## src/rtl/pri_codec_pkg.sv

```systemverilog
// Shared types and golden decode for the 3-bit request codec.
// Code k sets bit k of the request vector; code 0 means no request.
package pri_codec_pkg;

  localparam int CODEW = 3;
  localparam int NREQ  = 7;

  typedef logic [CODEW-1:0] code_t;
  typedef logic [NREQ:1]    req_t;

  function automatic req_t decode_code(code_t code);
    req_t r;
    r = '0;
    for (int k = 1; k <= NREQ; k++) begin
      r[k] = (code == CODEW'(k));
    end
    return r;
  endfunction

endpackage

```

## src/rtl/onehot_decoder.sv

```systemverilog
// Combinational 3-to-7 one-hot decoder, gate-level like the encoder.
// Code 0 yields an all-zero vector.
module onehot_decoder
  import pri_codec_pkg::*;
(
  input  code_t code_i,
  output req_t  req_o
);

  code_t n;

  assign n = ~code_i;

  assign req_o[1] = n[2]      & n[1]      & code_i[0];
  assign req_o[2] = n[2]      & code_i[1] & n[0];
  assign req_o[3] = n[2]      & code_i[1] & code_i[0];
  assign req_o[4] = code_i[2] & n[1]      & n[0];
  assign req_o[5] = code_i[2] & n[1]      & code_i[0];
  assign req_o[6] = code_i[2] & code_i[1] & n[0];
  assign req_o[7] = code_i[2] & code_i[1] & code_i[0];

endmodule

```

## src/rtl/priority_decoder_fifo.sv

```systemverilog
// Buffered request decoder: FIFO of 3-bit codes, one-hot head output,
// and a saturating count of delivered non-zero requests.
module priority_decoder_fifo
  import pri_codec_pkg::*;
#(
  parameter int DEPTH = 4,
  parameter int CNTW  = 8
) (
  input  logic            clk,
  input  logic            reset,
  input  logic            in_valid,
  input  logic [2:0]      in_code,
  output logic            in_ready,
  output logic            out_valid,
  output logic [7:1]      out_a,
  input  logic            out_ready,
  output logic [CNTW-1:0] req_count
);

  localparam int AW = $clog2(DEPTH);
  localparam logic [AW:0] FULL = (AW+1)'(DEPTH);

  code_t            mem_q [DEPTH];
  logic [AW-1:0]    wr_q, wr_d;
  logic [AW-1:0]    rd_q, rd_d;
  logic [AW:0]      cnt_q, cnt_d;
  logic [CNTW-1:0]  req_q, req_d;
  logic             push, pop;
  code_t            head;
  req_t             head_dec;

  assign in_ready  = !reset && (cnt_q < FULL);
  assign out_valid = !reset && (cnt_q != '0);
  assign push      = in_valid && in_ready;
  assign pop       = out_valid && out_ready;
  assign head      = mem_q[rd_q];

  onehot_decoder u_dec (
    .code_i (head),
    .req_o  (head_dec)
  );

  // Gate the decode so stale or uninitialised storage never leaks out.
  assign out_a     = out_valid ? head_dec : '0;
  assign req_count = req_q;

  always_comb begin
    wr_d  = wr_q;
    rd_d  = rd_q;
    cnt_d = cnt_q;
    req_d = req_q;
    if (push) wr_d = wr_q + 1'b1;
    if (pop)  rd_d = rd_q + 1'b1;
    unique case ({push, pop})
      2'b10:   cnt_d = cnt_q + 1'b1;
      2'b01:   cnt_d = cnt_q - 1'b1;
      default: cnt_d = cnt_q;
    endcase
    if (pop && head != '0 && req_q != '1) begin
      req_d = req_q + 1'b1;
    end
  end

  always_ff @(posedge clk) begin
    if (reset) begin
      wr_q  <= '0;
      rd_q  <= '0;
      cnt_q <= '0;
      req_q <= '0;
    end else begin
      wr_q  <= wr_d;
      rd_q  <= rd_d;
      cnt_q <= cnt_d;
      req_q <= req_d;
    end
  end

  always_ff @(posedge clk) begin
    if (push) mem_q[wr_q] <= in_code;
  end

endmodule

```

## config.mk

```make
export PLATFORM = sky130hd
export DESIGN_NAME = priority_decoder_fifo
export DESIGN_NICKNAME = d
export VERILOG_FILES = /design/src/rtl/pri_codec_pkg.sv /design/src/rtl/onehot_decoder.sv /design/src/rtl/priority_decoder_fifo.sv
export SDC_FILE = /design/constraint.sdc
export NUM_CORES = 1
export LEC_CHECK = 0
export BUFFER_PORTS_ARGS = -buffer_cell sky130_fd_sc_hd__buf_4
export CORE_MARGIN = 8
export CORE_UTILIZATION = 55
export CTS_CLUSTER_SIZE = 16
export DETAILED_ROUTE_END_ITERATION = 7
export MAX_ROUTING_LAYER = met4
export PLACE_DENSITY_LB_ADDON = 0.25
export SETUP_SLACK_MARGIN = 0.2
export SYNTH_ARGS = -nofsm -noshare
export SYNTH_HDL_FRONTEND = slang
export SYNTH_HIERARCHICAL = 1
export SYNTH_SLANG_ARGS = --single-unit
```

## constraint.sdc

```tcl
create_clock -name clk -period 2.8 [get_ports clk]
set_input_delay 0.56 -clock clk [delete_from_list [all_inputs] [get_ports clk]]
set_output_delay 0.56 -clock clk [all_outputs]
set_load 0.005 [all_outputs]
```

[After elaboration in Yosys (flattened, before gate mapping)]
Memories as Yosys holds them, arrays and structs flattened. A register that Yosys moved wholly into a read port is not among the register bits.
Cells that the tools add are included.
Cells by class
  add/sub/neg operators: 5
  magnitude comparators: 1
  equality and inequality tests: 3
  multiplexer cells: 6
  bitwise operators: 12
  reduce and logical (&&, ||, !) cells: 10
Operator list (count)
  $and 1x1->1: 11
  $add 8x1->8 const B: 1
  $ne 8x8->1 const B: 1
  $mux 7: 1
  $logic_and 1x1->1: 6
  $pmux 3 s2: 1
  $reduce_bool 3->1: 2
  $add 2x1->2 const B: 2
  $mux 2: 2
  $add 3x1->3 const B: 1
  $lt 3x3->1 const B: 1
  $not 3->3: 1
  $sub 3x1->3 const B: 1
  $eq 2x1->1 const B: 1
  $eq 2x2->1 const B: 1
  $mux 1: 2
  $reduce_bool 2->1: 1
  $logic_not 1->1: 1
Word-level totals
  flip-flop bits (word level): 15
  bits in writable memories: 12
  input port bits: 7
  output and inout port bits: 17
  logic and storage cells: 42
  memories kept: 1
Memories
  mem_q: depth 4, width 3, read ports 1, clocked after Yosys merged registers in 1, write ports 1, line priority_decoder_fifo.sv:23  | code_t mem_q [DEPTH];

[Depth between registers and ports, before layout]
Gate-level depths: netlist of run 1.
  depth in word-level cells: 5
  mapped depth: 10
  gate-level depth less buffers: 9

[Hierarchy]
Netlist of run 1, hierarchy kept.
By module, submodules not included
  priority_decoder_fifo: instances 1, cells an instance 122, area an instance 1376.3 µm², seq. area each 700.7 µm²
  onehot_decoder: instances 1, cells an instance 7, area an instance 60.1 µm², seq. area each 0.0 µm²

[Worst setup path before layout of run 1]
Ideal clock, no wire load.
  path kind: register -> register
  start: register cnt_q[0]
  end: register cnt_q[2]
  library setup time: 0.071 ns
  arrival: 2.168 ns
  required time: 2.729 ns
  slack: 0.561 ns
  stages on the path, launching flop included: 11
  path buffers: 1
  period minus slack after synthesis: 2.239 ns
  cell sequence: dfxtp_1 -> or3_1 -> clkbuf_1 -> nand3_1 -> inv_1 -> ha_1 -> inv_1 -> fa_1 -> xor2_1 -> or3_1 -> a21oi_1
Between the ends
  word-level cells in the longest chain between the ends: 5
  elaborated cells on any way between the ends: 12
  classes of those cells: add/sub (2); order compare (1); eq/ne (2); mux (1); reduce/logical (6)
Ends and longest elaborated chain
  start: declaration: line priority_decoder_fifo.sv:26  | logic [AW:0] cnt_q, cnt_d;
  start signal: assignment: line priority_decoder_fifo.sv:73  | cnt_q <= cnt_d;
  $reduce_bool 3->1 (*): line priority_decoder_fifo.sv:33  | assign out_valid = !reset && (cnt_q != '0);
  $logic_and 1x1->1 (*): line priority_decoder_fifo.sv:33
  $logic_and 1x1->1 (*): line priority_decoder_fifo.sv:35  | assign pop = out_valid && out_ready;
  named net pop: line priority_decoder_fifo.sv:28  | logic push, pop;
  $eq 2x1->1 / $eq 2x2->1 (equally long branches): line priority_decoder_fifo.sv:54  | unique case ({push, pop})
  $pmux 3 s2 / $reduce_bool 2->1 (equally long branches)
The timed path passes the listed nets; every way through them passes the cells marked *.
A chain may end at the register's enable or synchronous reset.

==> impl_metrics.json, run 1 <==
{
  "diodes": 0,
  "fp.dieW_um": 67.11,
  "crit_path_max_fo": 9,
  "io_pins": 24,
  "drt-initial-drc-count": 58,
  "cts_tree": "yes",
  "cts_made_buffers": 5,
  "final-max-slew-violation-count": 0,
  "grt_max_degree": 17,
  "seq_area_frac_synth": 0.4878,
  "transition_time_of_the_tightest_slew_check_pin_ns": 0.3840,
  "timing.reg2reg.worst_path_depth": 9,
  "clock.fmax_ghz": 0.4083,
  "finalWorstPathRequiredPeriod_ns": 2.449,
  "cts_sinks": 29,
  "number_of_nets_still_failing_antenna_checks_after_routing": 0,
  "drt-wirelength-per-cell_um": 15.48,
  "synth_area_um2": 1436,
  "synth_cell_types": 35,
  "detail_route.vias_per_cell": 5.677,
  "synth_area_per_cell_um2": 11.13,
  "worst-endpoint-required_ns": 2.24,
  "initial_utilization": 0.5798,
  "placement.io_buffers": 23,
  "vias": 1090,
  "post_cts_hold_buffers": 0,
  "placeableCoreArea_um2": 2477,
  "grt_pass1_vias": 1015,
  "gpl.final_weighted_congestion": 0.8788,
  "status": "completed",
  "worstSkewPairLatency_ns": 0.33,
  "setup_total_negative_slack_ns": 0,
  "type_of_the_worst_setup_path": "reg2out",
  "final_setup_violation_count": 0,
  "power.density_nw_per_um2": 489.1,
  "setup.worst_path.end_class": "primary output",
  "power_leakage_nw": 0.7621,
  "grt_pass1_wl_um": 4781,
  "clock_tree_root": "sky130_fd_sc_hd__clkbuf_4",
  "layout-drive-gt1-share": 0.3025,
  "total_number_of_yosys_warnings": 6,
  "worstPathArrival_ns": 1.89,
  "net_count_after_synthesis": 143,
  "dp.final_hpwl_um": 2176,
  "vdd_ir_drop_max_mv": 0.4158,
  "htreeDepth": 2,
  "max-cap-violations": 0,
  "synth.ff_latch_count": 29,
  "synthesis.instances": 129,
  "worst_min_path_class": "in2reg",
  "fin_skew_ns": 0.01250,
  "core.rowCount": 18,
  "worst_hold_slack_ns": 0.4386,
  "syn2layout_area_growth_pct": 21.69,
  "num-nets-final": 175,
  "residual_drc": 0,
  "globalRoute.totalOverflow": 0,
  "maxSlewHeadroom": 0.7416,
  "worst_setup_path_start_kind": "flop",
  "grtUsageTotal": 0.1444,
  "cts.path.max_buffers": 2,
  "hold_path_depth": 1,
  "detailed_routing_iteration_count_for_the_pre_antenna_repair_pass": 4,
  "clk_pin_slew_worst_paths_ns": 0.09,
  "antenna_found_initial": 0,
  "detail_route.wirelength_um": 2972,
  "grt_setup_unrepaired": "no",
  "chipHeight_um": 67.11,
  "design.die.area_um2": 4503,
  "timing_hold_violations_final": 0,
  "final_min_period_over_clock_period": 0.8747
}
[where the power goes]
part | internal, mW | leakage (nW) | switching (mW) | total (mW)
registers | 0.458 | 0.247 | 0.0157 | 0.474
logic | 0.0659 | 0.482 | 0.0730 | 0.139
clock network | 0.0948 | 0.0326 | 0.147 | 0.242
[sequential cells by signal (all words and copies together) (netlist names), named ones only]
name and flops:
req_count 8, rd_q 2, mem_q 12, cnt_q 3
wr_q 2
[layout by cell type, fill, tap and decap left out, drive strengths merged, types with 4 or more instances in the layout]
cell type	netlist	layout
a21oi	4	4
and3	14	14
buf	0	27
clkbuf	3	5
dfxtp	17	17
edfxtp	12	12
ha	6	6
inv	9	9
mux2i	4	4
mux4	3	4
nand2	5	5
nand3	6	6
nor2	9	9
or3	4	4
[synth_stat cells (all sizes together)]
library cell | count | area, um^2
o41ai | 1 | 8.760
nor3 | 1 | 16.27
and3 | 14 | 88.84
fa | 1 | 20.02
inv | 9 | 33.78
nand2 | 5 | 18.77
mux4 | 3 | 67.56
nor3b | 3 | 22.52
and2 | 3 | 20.02
nand3 | 6 | 35.03
nor2 | 9 | 33.78
o21ai | 2 | 10.01
edfxtp | 12 | 360.4
dfxtp | 17 | 340.3
and3b | 3 | 30.03
or3 | 4 | 30.03
a21oi | 4 | 20.02
ha | 6 | 75.07
and4 | 1 | 8.760
mux2i | 4 | 40.04
clkbuf | 3 | 11.26
nor4 | 3 | 18.77
mux2 | 3 | 37.53
nor2b | 2 | 12.51
nand4 | 3 | 18.77
and2b | 1 | 7.510
xor2 | 2 | 17.52
o31ai | 1 | 7.510
xnor2 | 2 | 17.52
or4 | 1 | 7.510
[cells by family (layout without fill, tap and decap cells)]
family / count (synthesis) / in the layout / share of synthesized area
buf+inv: 12 / 44 / 0.03136
mux: 10 / 11 / 0.1010
xor+xnor: 4 / 4 / 0.02439
flops: 29 / 29 / 0.4878
compound gates: 8 / 8 / 0.03223
simple gates: 59 / 59 / 0.2570
fa+ha+maj: 7 / 7 / 0.06620
[through the flow]
| stage | area [um^2] | setup WS [ns] | cells | utilization | power (mW) |
|---|---|---|---|---|---|
| 3_5_place_dp | 1650 | 0.3418 | 181 | 0.6662 | 0.6121 |
| 2_1_floorplan | 1436 | 0.5615 | 129 | - | 0.5666 |
| 5_1_grt | 1748 | 0.2239 | 192 | 0.7056 | 0.8975 |
| 6_report | 1748 | 0.3508 | 192 | 0.7056 | 0.8550 |
| 4_1_cts | 1705 | 0.2731 | 189 | 0.6884 | 0.8521 |
| 3_3_place_gp | 1650 | 0.4660 | 181 | 0.6662 | 0.6048 |
[worst max-delay path: stages (launching register included)]
cell,delay [ns]
sky130_fd_sc_hd__dfxtp_2,0.41
sky130_fd_sc_hd__mux4_2,0.61
sky130_fd_sc_hd__nor3b_1,0.23
sky130_fd_sc_hd__and3_1,0.20
sky130_fd_sc_hd__buf_4,0.11
[final timing paths]
| kind | startpoint | end | slack, ns |
|---|---|---|---|
| setup / recovery | flop | out_a[4] | 0.35 |
| setup reg to reg | cnt_q[2] | cnt_q[2] | 0.45 |
| hold / removal | in_code[1] | mem_q[1][1] | 0.44 |
| hold reg to reg | rd_q[1] | rd_q[1] | 0.51 |
[layer usage]
layer	GRT usage	up-vias	wire (um)
met5	-	-	0
li1	-	541	-
met1	0.1655	516	1399
met2	0.2198	29	1352
met4	0.05483	0	23
met3	0.06040	4	197
[final cells by class]
class                      count  area [um^2]
multi-input combinational     89        716.9
timing repair buffer          27        202.7
sequential                    29        701.9
clock buffer                   5        37.54
inverter                       9        33.78
tap                           30        37.54
fill                         180        729.5
clock inverter                 3        17.52
[what timing repair did]
| item | CTS | global route |
|---|---|---|
| resized for setup | 0 | 1 |
| endpoints found under the hold margin | 0 | 0 |
| endpoints found under the setup margin | 0 | 7 |
| buffers inserted | 0 | 2 |
Note: power is estimated with default switching activity, not from simulation.
==> run 2, diff against run 1 <==
==> constraint.sdc (replaced) <==
create_clock -name clk -period 2.8 [get_ports clk]
set_input_delay 0 -clock clk [delete_from_list [all_inputs] [get_ports clk]]
set_output_delay 0 -clock clk [all_outputs]
set_load 0.005 [all_outputs]
==> impl_metrics.json, run 2 (synthesized netlist as in run 1, its figures left out) <==
{
  "fin_area_um2": 1755,
  "clk_pin_slew_worst_paths_ns": 0.09,
  "htreeDepth": 2,
  "vdd_ir_drop_max_mv": 0.4707,
  "diodes": 0,
  "final_common_cell": "sky130_fd_sc_hd__buf_4",
  "worst-endpoint-required_ns": 3.06,
  "cts_setup_buffers": 0,
  "cts_sinks": 29,
  "largest_register_ff_count": 12,
  "gr-usage-met2": 0.2401,
  "cts.path.max_buffers": 2,
  "final_setup_violation_count": 0,
  "final-max-slew-violation-count": 0,
  "cts_made_buffers": 5,
  "transition_time_of_the_tightest_slew_check_pin_ns": 0.3961,
  "vias": 1086,
  "fin_total_pwr_uw": 933.0,
  "globalRoute.totalOverflow": 0,
  "drt-initial-drc-count": 87,
  "placement.io_buffers": 23,
  "detailed_routing_iteration_count_for_the_pre_antenna_repair_pass": 4,
  "dp.final_hpwl_um": 2181,
  "worst_setup_path_start_kind": "input pin",
  "top_register": "mem_q",
  "power.density_nw_per_um2": 531.5,
  "drt-wirelength-per-cell_um": 15.72,
  "grt_pass1_wl_um": 4933,
  "type_of_the_worst_setup_path": "in2reg",
  "detail_route.vias_per_cell": 5.686,
  "finalWorstPathRequiredPeriod_ns": 2.435,
  "initial_utilization": 0.5798,
  "layout-drive-gt1-share": 0.2733,
  "global_route.usage.met1": 0.1662,
  "antenna_found_initial": 0,
  "layout.cells.most_common_list": "sky130_fd_sc_hd__buf_4 (23), sky130_fd_sc_hd__dfxtp_1 (17), sky130_fd_sc_hd__and3_1 (13), sky130_fd_sc_hd__edfxtp_1 (12)",
  "grt_pass1_vias": 1046,
  "setup_total_negative_slack_ns": 0,
  "residual_drc": 0,
  "post_dp_cell_area_um2": 1635,
  "worstPathArrival_ns": 2.70,
  "grtUsageTotal": 0.1538,
  "worst_hold_slack_ns": 0.1025,
  "grt_max_degree": 17,
  "io_pins": 24,
  "met3_track_utilization_from_global_routing": 0.05369,
  "setup.worst_path.end_class": "flop",
  "detail_route.wirelength_um": 3002,
  "fp.dieW_um": 67.11,
  "maxSlewHeadroom": 0.7335,
  "power_leakage_nw": 0.7592,
  "syn2layout_area_growth_pct": 22.21,
  "max-cap-violations": 0,
  "placeableCoreArea_um2": 2477,
  "final_min_period_over_clock_period": 0.8695,
  "layout_filler_cell_count": 206,
  "core.rowCount": 18,
  "timing_hold_violations_final": 0,
  "design.die.area_um2": 4503,
  "worst_min_path_class": "in2reg",
  "worstSkewPairLatency_ns": 0.32,
  "gpl.final_weighted_congestion": 0.7479,
  "grt-busiest-layer": "met2",
  "number_of_nets_still_failing_antenna_checks_after_routing": 0,
  "grt_setup_unrepaired": "no",
  "crit_path_max_fo": 16,
  "clock_tree_root": "sky130_fd_sc_hd__clkbuf_4",
  "cts_tree": "yes",
  "layout_setup_ws_ns": 0.3654,
  "fin_skew_ns": 0.003954,
  "chipHeight_um": 67.11,
  "status": "completed",
  "clock.fmax_ghz": 0.4107,
  "num-nets-final": 174,
  "placement.setup.worst_slack_ns": 0.3876
}
-- run 2: cell types whose count changed in the layout (fill, tap and decap cells not counted), sizes merged --
| cell | previous run | this run |
|---|---|---|
| buf | 27 | 23 |
| bufinv | 0 | 1 |
| clkbuf | 5 | 6 |
| clkinv | 3 | 1 |
| dlygate4sd3 | 0 | 4 |
| mux4 | 4 | 3 |
-- run 2: critical path, stage by stage --
cell and delay, ns:
sky130_fd_sc_hd__dlygate4sd3_1 0.53, sky130_fd_sc_hd__buf_4 0.19, sky130_fd_sc_hd__inv_1 0.26, sky130_fd_sc_hd__nand3_2 0.22, sky130_fd_sc_hd__inv_1 0.21, sky130_fd_sc_hd__ha_1 0.22
sky130_fd_sc_hd__inv_1 0.06, sky130_fd_sc_hd__fa_1 0.37, sky130_fd_sc_hd__xor2_1 0.17, sky130_fd_sc_hd__or3_1 0.31, sky130_fd_sc_hd__a21oi_1 0.15
-- run 2: cell type report --
type                            count  area [um^2]  area share
Clock buffer                        6        41.29     0.02352
Inverter                            9        33.78     0.01924
Timing Repair Buffer               27        212.7      0.1212
Sequential cell                    29        700.7      0.3991
Tap cell                           30        37.54     0.02138
Multi-Input combinational cell     88        695.7      0.3963
Clock inverter                      2        33.78     0.01924
-- run 2: routing by layer --
layer	vias to the layer above	wire length, um
met2	32	1439
li1	528	-
met3	10	181
met1	516	1301
met4	0	79
met5	-	0
-- run 2: final timing paths --
check             startpoint       end  slack (ns)  cells past startpoint
setup / recovery       reset  cnt_q[2]        0.37                     11
hold / removal      in_valid   wr_q[1]        0.10                      3
setup reg to reg    cnt_q[2]  cnt_q[2]        0.42                      9
hold reg to reg      rd_q[1]      flop        0.49                      2
-- run 2: through the flow --
stage / utilization / std cells
after global placement: 0.6601 / 179
final: 0.7086 / 191
after floorplan: - / 129
after CTS: 0.7066 / 191
after detailed placement: 0.6601 / 179
after global routing: 0.7086 / 191
-- run 2: power breakdown --
group	switching, mW	total [mW]	internal, mW
combinational	0.0746	0.137	0.0619
sequential	0.0140	0.472	0.458
clock	0.139	0.325	0.186
total	0.228	0.933	0.705
-- run 2: what timing repair did --
action,4_1_cts,5_1_grt
hold buffers,4,0
endpoints found under the setup margin,0,1
hold endpoints to repair,22,0
gates resized for setup,0,1
